<file path="src/rtl/cla_pipelined_adder_16bits.sv">
// Two-stage carry-lookahead adder: stage 1 registers operands with per-group PG/GG, stage 2 resolves carries.
// Latency 2 edges; the ready chain runs combinationally from out_ready, so it stalls without dropping results.
module cla_pipelined_adder_16bits #(
    parameter int GROUPS = 4,
    localparam int W = 4 * GROUPS
) (
    input  logic         clk,
    input  logic         rst_n,
    input  logic         in_valid,
    output logic         in_ready,
    input  logic [W-1:0] in0,
    input  logic [W-1:0] in1,
    input  logic         carry_in,
    output logic         out_valid,
    input  logic         out_ready,
    output logic [W-1:0] sum,
    output logic         carry_out,
    output logic         overflow
);

    logic              s1_valid_q, s1_valid_d;
    logic              s2_valid_q, s2_valid_d;
    logic [W-1:0]      a_q, b_q;
    logic              cin_q;
    logic [GROUPS-1:0] pg_q, pg_d;
    logic [GROUPS-1:0] gg_q, gg_d;
    logic [W-1:0]      sum_q, sum_d;
    logic              cout_q, cout_d;
    logic              ovf_q, ovf_d;

    logic              s2_ready;
    logic              in_fire;
    logic              s12_fire;

    logic [W-1:0]      p1, g1;
    logic [W-1:0]      p2, g2;
    logic [GROUPS:0]   cg;
    logic [W-1:0]      c;

    assign s2_ready = ~s2_valid_q | out_ready;
    assign in_ready = ~s1_valid_q | s2_ready;
    assign in_fire  = in_valid & in_ready;
    assign s12_fire = s1_valid_q & s2_ready;

    assign s1_valid_d = in_fire  | (s1_valid_q & ~s2_ready);
    assign s2_valid_d = s12_fire | (s2_valid_q & ~out_ready);

    always_comb begin
        p1   = in0 ^ in1;
        g1   = in0 & in1;
        pg_d = '0;
        gg_d = '0;
        for (int k = 0; k < GROUPS; k++) begin
            pg_d[k] = &p1[4*k +: 4];
            gg_d[k] = g1[4*k+3]
                    | (g1[4*k+2] & p1[4*k+3])
                    | (g1[4*k+1] & p1[4*k+3] & p1[4*k+2])
                    | (g1[4*k]   & p1[4*k+3] & p1[4*k+2] & p1[4*k+1]);
        end
    end

    // Group carries come from the registered lookahead terms; each group then ripples from its own seed.
    always_comb begin
        p2    = a_q ^ b_q;
        g2    = a_q & b_q;
        cg    = '0;
        cg[0] = cin_q;
        for (int k = 0; k < GROUPS; k++) begin
            cg[k+1] = gg_q[k] | (pg_q[k] & cg[k]);
        end
        c = '0;
        for (int i = 0; i < W; i++) begin
            if (i % 4 == 0) begin
                c[i] = cg[i/4];
            end else begin
                c[i] = g2[i-1] | (p2[i-1] & c[i-1]);
            end
        end
        sum_d  = p2 ^ c;
        cout_d = cg[GROUPS];
        ovf_d  = c[W-1] ^ cg[GROUPS];
    end

    always_ff @(posedge clk or negedge rst_n) begin
        if (!rst_n) begin
            s1_valid_q <= 1'b0;
            a_q        <= '0;
            b_q        <= '0;
            cin_q      <= 1'b0;
            pg_q       <= '0;
            gg_q       <= '0;
        end else begin
            s1_valid_q <= s1_valid_d;
            if (in_fire) begin
                a_q   <= in0;
                b_q   <= in1;
                cin_q <= carry_in;
                pg_q  <= pg_d;
                gg_q  <= gg_d;
            end
        end
    end

    always_ff @(posedge clk or negedge rst_n) begin
        if (!rst_n) begin
            s2_valid_q <= 1'b0;
            sum_q      <= '0;
            cout_q     <= 1'b0;
            ovf_q      <= 1'b0;
        end else begin
            s2_valid_q <= s2_valid_d;
            if (s12_fire) begin
                sum_q  <= sum_d;
                cout_q <= cout_d;
                ovf_q  <= ovf_d;
            end
        end
    end

    assign out_valid = s2_valid_q;
    assign sum       = sum_q;
    assign carry_out = cout_q;
    assign overflow  = ovf_q;

endmodule

</file>
<file path="config.mk">
export PLATFORM = sky130hd
export DESIGN_NAME = cla_pipelined_adder_16bits
export DESIGN_NICKNAME = d
export VERILOG_FILES = /design/src/rtl/cla_pipelined_adder_16bits.sv
export SDC_FILE = /design/constraint.sdc
export NUM_CORES = 1
export LEC_CHECK = 0
export CORE_MARGIN = 5
export CORE_UTILIZATION = 52
export DETAILED_ROUTE_END_ITERATION = 16
export PLACE_DENSITY = 0.85
export SLEW_MARGIN = 15
export SYNTH_ARGS = -nofsm -noshare
export SYNTH_HDL_FRONTEND = slang
export SYNTH_SLANG_ARGS = --single-unit
</file>
<file path="constraint.sdc">
create_clock -name clk -period 3.11 [get_ports clk]
set_input_delay 0.4665 -clock clk [delete_from_list [all_inputs] [get_ports clk]]
set_output_delay 0.4665 -clock clk [all_outputs]
set_load 0.02 [all_outputs]
</file>
==> flow_metrics.env <==
export IMPL_avgSynthCellArea_um2=9.68
export IMPL_synth_warning_count=0
export IMPL_hold_buffers=0
export IMPL_layout_commonest_cell="nand2_1"
export IMPL_wl_um=5940
export IMPL_ys_ff_latch=61
export IMPL_synth_nets=376
export IMPL_synth_top_cell_by_area="dfrtp_1"
export IMPL_place_gp_congestion=0.846
export IMPL_irDropWorstVdd_mv=0.301
export IMPL_cts_sinks=61
export IMPL_initial_core_util_pct=54.0
export IMPL_slowest_delay_ps=430
export IMPL_relSlewSlack_pct=40.4
export IMPL_wl_met2_um=2900
export IMPL_dp_hpwl_um=4510
export IMPL_fin_tns_setup_ps=0
export IMPL_critPathKind="flop to flop"
export IMPL_mostFrequentLayoutCells="nand2_1 (132), dfrtp_1 (61), clkdlybuf4s50_1 (55)"
export IMPL_worst_slew_pin_slew_ps=893
export IMPL_grt_use_total_pct=18.3
export IMPL_antenna_left=0
export IMPL_grt_ovfl_total=0
export IMPL_power_density_nw_per_um2=656
export IMPL_yosys_top_cells_area="dfrtp_1 (51%), nand2_1 (16%), fa_1 (8.0%)"
export IMPL_wl_per_cell_um=13.3
export IMPL_finalPower_mw=2.48
export IMPL_num_nets_final=434
export IMPL_worstSetupEndpointType="flop"
export IMPL_leakagePower_nw=1.84
export IMPL_synth_ff_type="dfrtp_1"
export IMPL_hold_viol=0
export IMPL_fmax_mhz=388
export IMPL_io_buffers=56
export IMPL_fp_row_count=27
export IMPL_wl_met3_um=305
export IMPL_synthDominantCellAreaShare_pct=50.7
export IMPL_cts_tree="done"
export IMPL_synthCells=311
export IMPL_cts_resized_gates=0
export IMPL_clk_pin_slew_worst_paths_ps=60
export IMPL_mappedNetlistArea_um2=3010
export IMPL_synth_edff_count=0
export IMPL_grt_max_degree=43
export IMPL_clockBufferDepth=2
export IMPL_insertion_delay_ps=330
export IMPL_vias=2249
export IMPL_clock_skew_ps=4.37
export IMPL_grt_pass1_vias=2336
export IMPL_min_path_type="input port to asynchronous set/reset pin"
export IMPL_arrival_ps=2750
export IMPL_antenna_cells=0
export IMPL_cp_data_required_time_ps=3290
export IMPL_rsz0062_at_grt="no"
export IMPL_dr_first_iter_drc_count=140
export IMPL_ios=57
export IMPL_dieArea_um2=7410
export IMPL_drive_gt1_share_pct=6.42
export IMPL_wirelength_met1_um=2570
export IMPL_outcome="complete, no violations"
export IMPL_critPathLaunchType="flop"
export IMPL_worstPathCellList="a21oi_2 -> o21ai_1 -> fa_1 -> fa_1 -> fa_1 -> xor2_1 -> xnor2_1 -> o21ai_0"
export IMPL_fp_coreArea_um2=5570
export IMPL_antenna_found_initial=0
export IMPL_vias_per_cell=5.04
export IMPL_numCtsBuffers=9
export IMPL_fp_dieW_um=86.1
export IMPL_fin_crit_sh_pct=82.8
export IMPL_fin_crit_ps=2570
export IMPL_finalSetupViolations=0
export IMPL_maxUsedRoutingLayer="met4"
export IMPL_drv_cap=0
export IMPL_grt_first_pass_wirelength_um=10600
export IMPL_critical_path_slowest_cell="fa_1"
export IMPL_cp_max_fo=4
export IMPL_maxSlewViolCount=0
export IMPL_htreeDepth=3
export IMPL_cts_root_buffer="clkbuf_8"
export IMPL_seq_area_frac_synth_pct=50.7
export IMPL_cp_common_cell="fa_1"
export IMPL_firstDrtPassIters=4
export IMPL_drc=0
export IMPL_yosysUniqueCellTypes=28
export IMPL_synth_async_reset_ratio_pct=100
export IMPL_area_delta_synth_final_pct=25.6
export IMPL_die_height_um=86.1
export IMPL_post_cts_setup_buffers=0
==> final timing paths <==
kind	startpoint	endpoint	slack (ps)	cells past startpoint
worst max-delay path	cin_q	sum[15]	540	8
worst min-delay path	rst_n	a_q[10]	250	1
worst max register to register	cin_q	sum[15]	540	8
worst min register to register	sum[12]	sum[12]	470	2
max in group asynchronous	rst_n	sum[0]	2060	2
min in group clk	sum[12]	sum[12]	470	2
==> per-layer routing <==
| layer | GRT usage (%) | up-vias |
|---|---|---|
| met5 | 0 | - |
| met4 | 9.93 | 0 |
| met3 | 3.27 | 19 |
| met2 | 29.0 | 60 |
| met1 | 23.9 | 1063 |
| li1 | - | 1107 |
==> layout make-up <==
cell class                      count  area (um2)
Clock buffer                       16         190
Timing Repair Buffer               60         586
Multi-Input combinational cell    229        1360
Tap cell                           72        90.1
Inverter                            8        30.0
Sequential cell                    61        1530
Fill cell                         429        1790
==> per-stage QoR <==
step	instances	setup WS, ps	hold WS, ps	utilization (%)	cell area (um2)
4_1_cts	446	536	279	67.8	3780
6_report	446	535	251	67.8	3780
5_1_grt	446	349	335	67.8	3780
3_5_place_dp	430	549	464	64.4	3590
2_1_floorplan	311	772	171	-	3010
3_3_place_gp	430	632	458	64.4	3590
==> critical path: cells and delay by family (launching register included) <==
| kind | cells | cell delay (ps) |
|---|---|---|
| AOI/OAI and AO/OA | 3 | 480 |
| xor gates and xnor gates | 2 | 310 |
| adders and majority gates | 3 | 1240 |
| DFF | 1 | 390 |
==> where the power goes <==
| part | leakage [nW] | switching, mW | total [mW] | internal, mW |
|---|---|---|---|---|
| Clock | 0.0970 | 0.276 | 0.654 | 0.378 |
| Sequential | 0.744 | 0.105 | 1.06 | 0.957 |
| Combinational | 0.998 | 0.397 | 0.763 | 0.366 |
| Total | 1.84 | 0.778 | 2.48 | 1.70 |
==> kinds of logic (layout without fill, tap and decap cells) <==
kind of cell	count (synthesis)	after routing	synth area share [%]
flops	61	61	50.7
simple gates	157	157	21.4
compound gates	36	36	6.73
xor+xnor	8	8	2.33
fa+ha+maj	28	28	14.6
buf+inv	21	84	4.20
==> cell usage after synthesis (2+ instances only) <==
cell	number
o21ai_0	14
buf_6	5
o21ai_2	3
nand4_1	4
o21ai_1	3
xor2_1	4
clkbuf_1	2
nand2b_1	2
ha_1	16
a21oi_1	13
nor2b_1	4
inv_1	8
buf_2	5
nor2_1	9
dfrtp_1	61
fa_1	12
xnor2_1	4
nand2_1	132
==> flip-flops by register name (all words and copies together), names as in the netlist <==
signal and flops:
cin_q 1, out_valid 1, sum 16, gg_q 4
overflow 1, b_q 16, carry_out 1, pg_q 4
a_q 16, s1_valid_q 1
Note: power is estimated with default switching activity, not from simulation.
